--- config.mk ---
export PLATFORM = sky130hd
export DESIGN_NAME = comparator_sync_multi
export DESIGN_NICKNAME = d
export VERILOG_FILES = /design/src/rtl/comparator_sync_multi.sv
export SDC_FILE = /design/constraint.sdc
export NUM_CORES = 1
export LEC_CHECK = 0
export ABC_AREA = 0
export BUFFER_PORTS_ARGS = -buffer_cell sky130_fd_sc_hd__buf_4
export CORE_AREA = 8 8 98 100
export CTS_CLUSTER_DIAMETER = 40
export CTS_CLUSTER_SIZE = 12
export DETAILED_ROUTE_END_ITERATION = 16
export DIE_AREA = 0 0 106 108
export GPL_ROUTABILITY_DRIVEN = 0
export PLACE_DENSITY = 0.62
export SLEW_MARGIN = 20
export SYNTH_ARGS = -nofsm -noshare
export SYNTH_HDL_FRONTEND = slang
export SYNTH_SLANG_ARGS = --single-unit
--- constraint.sdc ---
create_clock -name clk -period 1.7 [get_ports clk]
set_input_delay 0.17 -clock clk [delete_from_list [all_inputs] [get_ports clk]]
set_output_delay 0.17 -clock clk [all_outputs]
set_load 0.005 [all_outputs]
--- src/rtl/comparator_sync_multi.sv ---
// Multi-channel comparator conditioner: per-channel synchronizer, stability filter,
// rise/fall pulses and a ramp_count capture register with valid/ack handshake and overrun flag.
module comparator_sync_multi #(
  parameter int N_CH          = 4,
  parameter int SYNC_STAGES   = 2,
  parameter int FILTER_CYCLES = 4,
  parameter int CNT_W         = 8
) (
  input  logic                    clk,
  input  logic                    reset,
  input  logic [N_CH-1:0]         vcompare_raw,
  input  logic [N_CH-1:0]         edge_sel,
  input  logic [CNT_W-1:0]        ramp_count,
  input  logic [N_CH-1:0]         cap_ack,
  output logic [N_CH-1:0]         vcompare_filt,
  output logic [N_CH-1:0]         rise_pulse,
  output logic [N_CH-1:0]         fall_pulse,
  output logic [N_CH-1:0]         cap_valid,
  output logic [N_CH*CNT_W-1:0]   cap_value,
  output logic [N_CH-1:0]         cap_overrun
);

  localparam int CW = $clog2(FILTER_CYCLES + 1);
  localparam logic [CW-1:0] CNT_LAST = CW'(FILTER_CYCLES - 1);

  genvar gi;
  generate
    for (gi = 0; gi < N_CH; gi++) begin : g_ch
      logic [SYNC_STAGES-1:0] sync_q;
      logic [CW-1:0]          cnt_q, cnt_d;
      logic                   filt_q, filt_d;
      logic                   rise_q, fall_q;
      logic                   valid_q, valid_d;
      logic                   ovr_q, ovr_d;
      logic [CNT_W-1:0]       value_q, value_d;
      logic                   sync_bit, commit, cap_event;

      assign sync_bit = sync_q[SYNC_STAGES-1];

      always_comb begin
        commit    = 1'b0;
        cnt_d     = '0;
        filt_d    = filt_q;
        if (sync_bit != filt_q) begin
          if (cnt_q == CNT_LAST) begin
            commit = 1'b1;
            filt_d = sync_bit;
          end else begin
            cnt_d = cnt_q + 1'b1;
          end
        end
        // A commit to 1 is a rising edge, to 0 a falling edge; edge_sel picks which one captures.
        cap_event = commit & (sync_bit ^ edge_sel[gi]);

        valid_d = valid_q;
        ovr_d   = ovr_q;
        value_d = value_q;
        if (cap_event) begin
          if (!valid_q || cap_ack[gi]) begin
            value_d = ramp_count;
            valid_d = 1'b1;
            ovr_d   = 1'b0;
          end else begin
            ovr_d   = 1'b1;
          end
        end else if (cap_ack[gi] && valid_q) begin
          valid_d = 1'b0;
          ovr_d   = 1'b0;
        end
      end

      always_ff @(posedge clk) begin
        if (reset) begin
          sync_q  <= '0;
          cnt_q   <= '0;
          filt_q  <= 1'b0;
          rise_q  <= 1'b0;
          fall_q  <= 1'b0;
          valid_q <= 1'b0;
          ovr_q   <= 1'b0;
          value_q <= '0;
        end else begin
          sync_q  <= {sync_q[SYNC_STAGES-2:0], vcompare_raw[gi]};
          cnt_q   <= cnt_d;
          filt_q  <= filt_d;
          rise_q  <= commit & sync_bit;
          fall_q  <= commit & ~sync_bit;
          valid_q <= valid_d;
          ovr_q   <= ovr_d;
          value_q <= value_d;
        end
      end

      assign vcompare_filt[gi]              = filt_q;
      assign rise_pulse[gi]                 = rise_q;
      assign fall_pulse[gi]                 = fall_q;
      assign cap_valid[gi]                  = valid_q;
      assign cap_overrun[gi]                = ovr_q;
      assign cap_value[gi*CNT_W +: CNT_W]   = value_q;
    end
  endgenerate

endmodule

Yosys cells after proc, flatten, opt, wreduce, memory -nomap -nowiden
Cells that the tools add are included.
{"block": "totals", "elab_cells": 132, "mem_bits_ro": 0, "latchBits": 0, "mem_count": 0, "reg_bits": 72, "ram_bits": 0, "output_inout_bits": 52, "in_bits": 22}
{"block": "op_classes", "bitwise": 24, "div": 0, "multipliers": 0, "addsub": 4, "n_shift": 0, "eq_ne": 12, "n_mux": 28, "order_cmp": 0, "reduce_logical": 32}
{"operator": "$mux 1", "count": 28}
{"operator": "$reduce_and 2->1", "count": 12}
{"operator": "$add 3x1->3 const B", "count": 4}
{"operator": "$and 1x1->1", "count": 12}
{"operator": "$eq 3x2->1 const B", "count": 4}
{"operator": "$reduce_or 3->1", "count": 4}
{"operator": "$ne 2x1->1 const B", "count": 4}
{"operator": "$not 1->1", "count": 8}
{"operator": "$reduce_bool 2->1", "count": 4}
{"operator": "$logic_and 1x1->1", "count": 4}
{"operator": "$logic_not 1->1", "count": 4}
{"operator": "$logic_or 1x1->1", "count": 4}
{"operator": "$ne 1x1->1", "count": 4}
{"operator": "$xor 1x1->1", "count": 4}

Longest topological paths before layout
{"block": "logic_depth", "ltp_word": 6, "ltp_mapped": 5, "depth_no_buf": 4}

Least setup slack after synthesis
No wires, ideal clock.
{"block": "synth_timing", "kind": "reg2reg", "from": "reg g_ch[2].cnt_q[0]", "to": "reg g_ch[2].value_q[0]", "t_required_ns": 1.628, "stages_incl_launch_ff": 6, "slack_ns": 0.505, "setup_time_ns": 0.072, "arrival_time_ns": 1.124, "period_less_slack_ns": 1.195, "path_buffers": 1, "path_cell_list": "dfxtp_1 ha_1 ha_1 o211a_1 buf_6 mux2i_1"}
{"block": "synth_between", "elab_chain_cells": 5}
{"item": "start, declared", "line": "30", "text": "logic [CW-1:0] cnt_q, cnt_d;"}
{"item": "start signal, assigned", "line": "84", "text": "cnt_q <= cnt_d;"}
{"item": "$eq 3x2->1", "line": "45", "text": "if (cnt_q == CNT_LAST) begin"}
{"item": "$mux 1", "line": "45"}
{"item": "$mux 1", "line": "44", "text": "if (sync_bit != filt_q) begin"}
{"item": "$and 1x1->1", "line": "53", "text": "cap_event = commit & (sync_bit ^ edge_sel[gi]);"}
{"item": "$reduce_and 2->1 (no source line)"}
{"item": "end signal, assigned", "line": "90", "text": "value_q <= value_d;"}
{"item": "end, declared", "line": "35", "text": "logic [CNT_W-1:0] value_q, value_d;"}
Every way passes these cells.
A chain may end at the register's enable or synchronous reset.

Final worst setup path
{"block": "layout_timing", "from": "reg g_ch[2].cnt_q[0]", "to": "reg g_ch[2].value_q[4]"}
Same word-level chain as after synthesis.

==> flow_metrics.env <==
export IMPL_run_status="complete, no violations"
export IMPL_synth_yosys_warnings=0
export IMPL_num_antenna_cells=0
export IMPL_tightestPinTransition_ns=0.524
export IMPL_synth_distinct_cells=23
export IMPL_number_of_cell_rows=33
export IMPL_cap_violations=0
export IMPL_timing_critical_path_arrival_ns=1.74
export IMPL_area_sequential_um2=1440
export IMPL_die_width_um=106
export IMPL_critical_path_peak_fanout=8
export IMPL_synthToLayoutAreaGrowth_pct=24.2
export IMPL_drc_errors=0
export IMPL_synth_enable_flop_cells=0
export IMPL_finalWorstSetupSlack_ns=0.223
export IMPL_cts_buffers_inserted=9
export IMPL_tritoncts_num_sinks=72
export IMPL_crit_path_capture_type="register"
export IMPL_portBuffers=73
export IMPL_synth_commonest_cells="72 x sky130_fd_sc_hd__dfxtp_1, 54 x sky130_fd_sc_hd__nand2b_1, 40 x sky130_fd_sc_hd__mux2i_1, 24 x sky130_fd_sc_hd__nor2_1, 20 x sky130_fd_sc_hd__buf_4"
export IMPL_clk_pin_slew_worst_paths_ns=0.07
export IMPL_crit_type="reg2reg"
export IMPL_firstDrtPassIters=4
export IMPL_vdd_ir_drop_max_v=0.000484
export IMPL_sequential_cell_area_fraction_in_the_yosys_report_pct=48.4
export IMPL_dp_worst_setup_slack_ns=0.188
export IMPL_io_pins=74
export IMPL_final_period_utilization_pct=86.9
export IMPL_async_reset_ff_share_pct=0
export IMPL_postSynthAreaPerCell_um2=10.6
export IMPL_wl_per_cell_um=13.5
export IMPL_number_of_routed_nets_with_antenna_violations=0
export IMPL_fmax_ghz=0.677
export IMPL_grt_antenna_before_repair=0
export IMPL_vias=1998
export IMPL_critical_path_required_ns=1.96
export IMPL_drt_first_iter_violations=88
export IMPL_grt_use_total_pct=11.0
export IMPL_ctsResizeCount=0
export IMPL_grt_overflow_total=0
export IMPL_grt_start_max_net_pins=64
export IMPL_layout_drive_gt1_share_pct=28.5
export IMPL_grt_setup_unrepaired="no"
export IMPL_synthTopCellsByArea="sky130_fd_sc_hd__dfxtp_1 48%, sky130_fd_sc_hd__mux2i_1 13%, sky130_fd_sc_hd__nand2b_1 11%, sky130_fd_sc_hd__buf_4 5.0%, sky130_fd_sc_hd__ha_1 3.4%"
export IMPL_yosysTopAreaCellShare_pct=48.4
export IMPL_grt_pass1_vias=2019
export IMPL_slew_viol_final=0
export IMPL_synth_largest_area_cell="sky130_fd_sc_hd__dfxtp_1"
export IMPL_synth_most_common_cell="sky130_fd_sc_hd__dfxtp_1"
export IMPL_cts_setup_buffers=0
export IMPL_clock_tree_buffer_depth=2
export IMPL_postRouteWirelength_um=6070
export IMPL_start_util_pct=37.0
export IMPL_total_power_divided_by_cell_area_nw_per_um2=881
export IMPL_clock_tree_htree_level_count=3
export IMPL_minimum_clock_period_ns=1.48
export IMPL_yosys_register_bits=72
export IMPL_core_area_um2=8050
export IMPL_dpl_hpwl_um=4450
export IMPL_syn_area_um2=2980
export IMPL_clk_root_buffer_cell="sky130_fd_sc_hd__clkbuf_8"
export IMPL_postLayoutCoreUtil_pct=45.9
export IMPL_synthCells=282
export IMPL_wire_length_of_the_first_global_routing_pass_um=9980
export IMPL_relative_max_transition_margin_pct=65.0
export IMPL_final_hold_violation_count=0
export IMPL_layout_nets=369
export IMPL_setup_viol_count_final=0
export IMPL_critPathLaunchType="register"
export IMPL_cts_tree="built"
export IMPL_die_h_um=108
export IMPL_setup_tns_final_ns=0
export IMPL_synth_flop_cell="sky130_fd_sc_hd__dfxtp_1"
export IMPL_clock_insertion_delay_worst_skew_ns=0.33
export IMPL_vias_per_std_cell=4.45
export IMPL_n_fill_cell=773
export IMPL_hold_fix_buffers_cts=0
export IMPL_static_leakage_power_nw=1.67
export IMPL_floorplan_die_area_um2=11400
export IMPL_mappedNetlistNets=312
export IMPL_clock_skew_ns=0.00914
export IMPL_hp_class="in2reg"
export IMPL_multiInputGateArea_um2=1320
[state kept, by name (all words and copies together), names as in the netlist]
signal        count
g_ch.ovr_q        4
g_ch.sync_q       8
g_ch.fall_q       4
g_ch.cnt_q       12
g_ch.rise_q       4
g_ch.filt_q       4
g_ch.valid_q      4
g_ch.value_q     32
[worst max-delay path, cell delays in order (launching register included)]
cell                      delay [ns]
sky130_fd_sc_hd__dfxtp_1        0.34
sky130_fd_sc_hd__ha_1           0.15
sky130_fd_sc_hd__ha_1           0.24
sky130_fd_sc_hd__o211a_1        0.44
sky130_fd_sc_hd__mux2i_1        0.23
[cell type report]
cell class	instances	area share, %
Sequential cell	72	39.0
Multi-Input combinational cell	173	35.6
Tap cell	105	3.55
Inverter	8	0.812
Clock inverter	2	0.947
Timing Repair Buffer	75	15.2
Clock buffer	14	4.94
[layout by cell type (no fill, tap or decap)]
master,instances
sky130_fd_sc_hd__nand2b_1,54
sky130_fd_sc_hd__clkbuf_1,1
sky130_fd_sc_hd__a211o_1,4
sky130_fd_sc_hd__clkbuf_8,13
sky130_fd_sc_hd__inv_1,8
sky130_fd_sc_hd__nand3b_1,8
sky130_fd_sc_hd__o21ai_1,1
sky130_fd_sc_hd__nor3b_2,3
sky130_fd_sc_hd__mux2i_1,40
sky130_fd_sc_hd__a21oi_1,4
sky130_fd_sc_hd__or2b_1,2
sky130_fd_sc_hd__clkinv_2,1
sky130_fd_sc_hd__o211a_1,2
sky130_fd_sc_hd__nor3b_1,1
sky130_fd_sc_hd__buf_4,75
sky130_fd_sc_hd__and3b_1,2
sky130_fd_sc_hd__nand2_1,4
sky130_fd_sc_hd__bufinv_16,1
sky130_fd_sc_hd__nor2_1,24
sky130_fd_sc_hd__dfxtp_1,72
sky130_fd_sc_hd__o211ai_4,3
sky130_fd_sc_hd__and3b_4,2
sky130_fd_sc_hd__o21ai_0,3
sky130_fd_sc_hd__ha_1,8
sky130_fd_sc_hd__nor2b_1,8
[kinds of logic (layout without fill, tap and decap cells)]
| kind of cell | after synthesis | after routing | share of synthesized area, % |
|---|---|---|---|
| compound gates | 17 | 17 | 5.34 |
| fa+ha+maj | 8 | 8 | 3.36 |
| buf+inv | 37 | 99 | 7.44 |
| flops | 72 | 72 | 48.4 |
| mux | 40 | 40 | 13.4 |
| simple gates | 108 | 108 | 22.0 |
[routing by layer]
layer	part of all wire [%]	global-route usage (%)	up-vias	wire, um
li1	-	-	1024	-
met4	0.92	3.32	0	56
met3	9.7	6.37	8	590
met1	49	13.7	902	2940
met5	0	0	-	0
met2	41	15.6	64	2480
[worst paths after layout]
kind / start / to / slack [ns] / cells after the start
min: vcompare_raw[0] / g_ch[0].sync_q[0] / 0.05 / 2
max reg2reg: g_ch[2].cnt_q[0] / g_ch[2].value_q[4] / 0.22 / 4
min reg2reg: g_ch[3].cnt_q[0] / g_ch[3].cnt_q[0] / 0.42 / 1
max: g_ch[2].cnt_q[0] / g_ch[2].value_q[4] / 0.22 / 4
[where the power goes]
| group | switching, W | internal [W] | total (W) | leakage [nW] |
|---|---|---|---|---|
| Sequential | 0.00000574 | 0.00170 | 0.00170 | 0.582 |
| Clock | 0.000595 | 0.000837 | 0.00143 | 0.113 |
| Combinational | 0.0000529 | 0.0000697 | 0.000123 | 0.975 |
[through the flow]
stage / area, um^2 / hold slack [ns] / std cells / total power, W
after floorplan: 2980 / 0.298 / 282 / 0.00181
after global placement: 3480 / 0.389 / 433 / 0.00187
after detailed placement: 3480 / 0.390 / 433 / 0.00187
after CTS: 3700 / 0.0300 / 449 / 0.00331
after global routing: 3700 / 0.0439 / 449 / 0.00340
final: 3700 / 0.0524 / 449 / 0.00326
No activity file was read; power rests on OpenSTA's default activity.
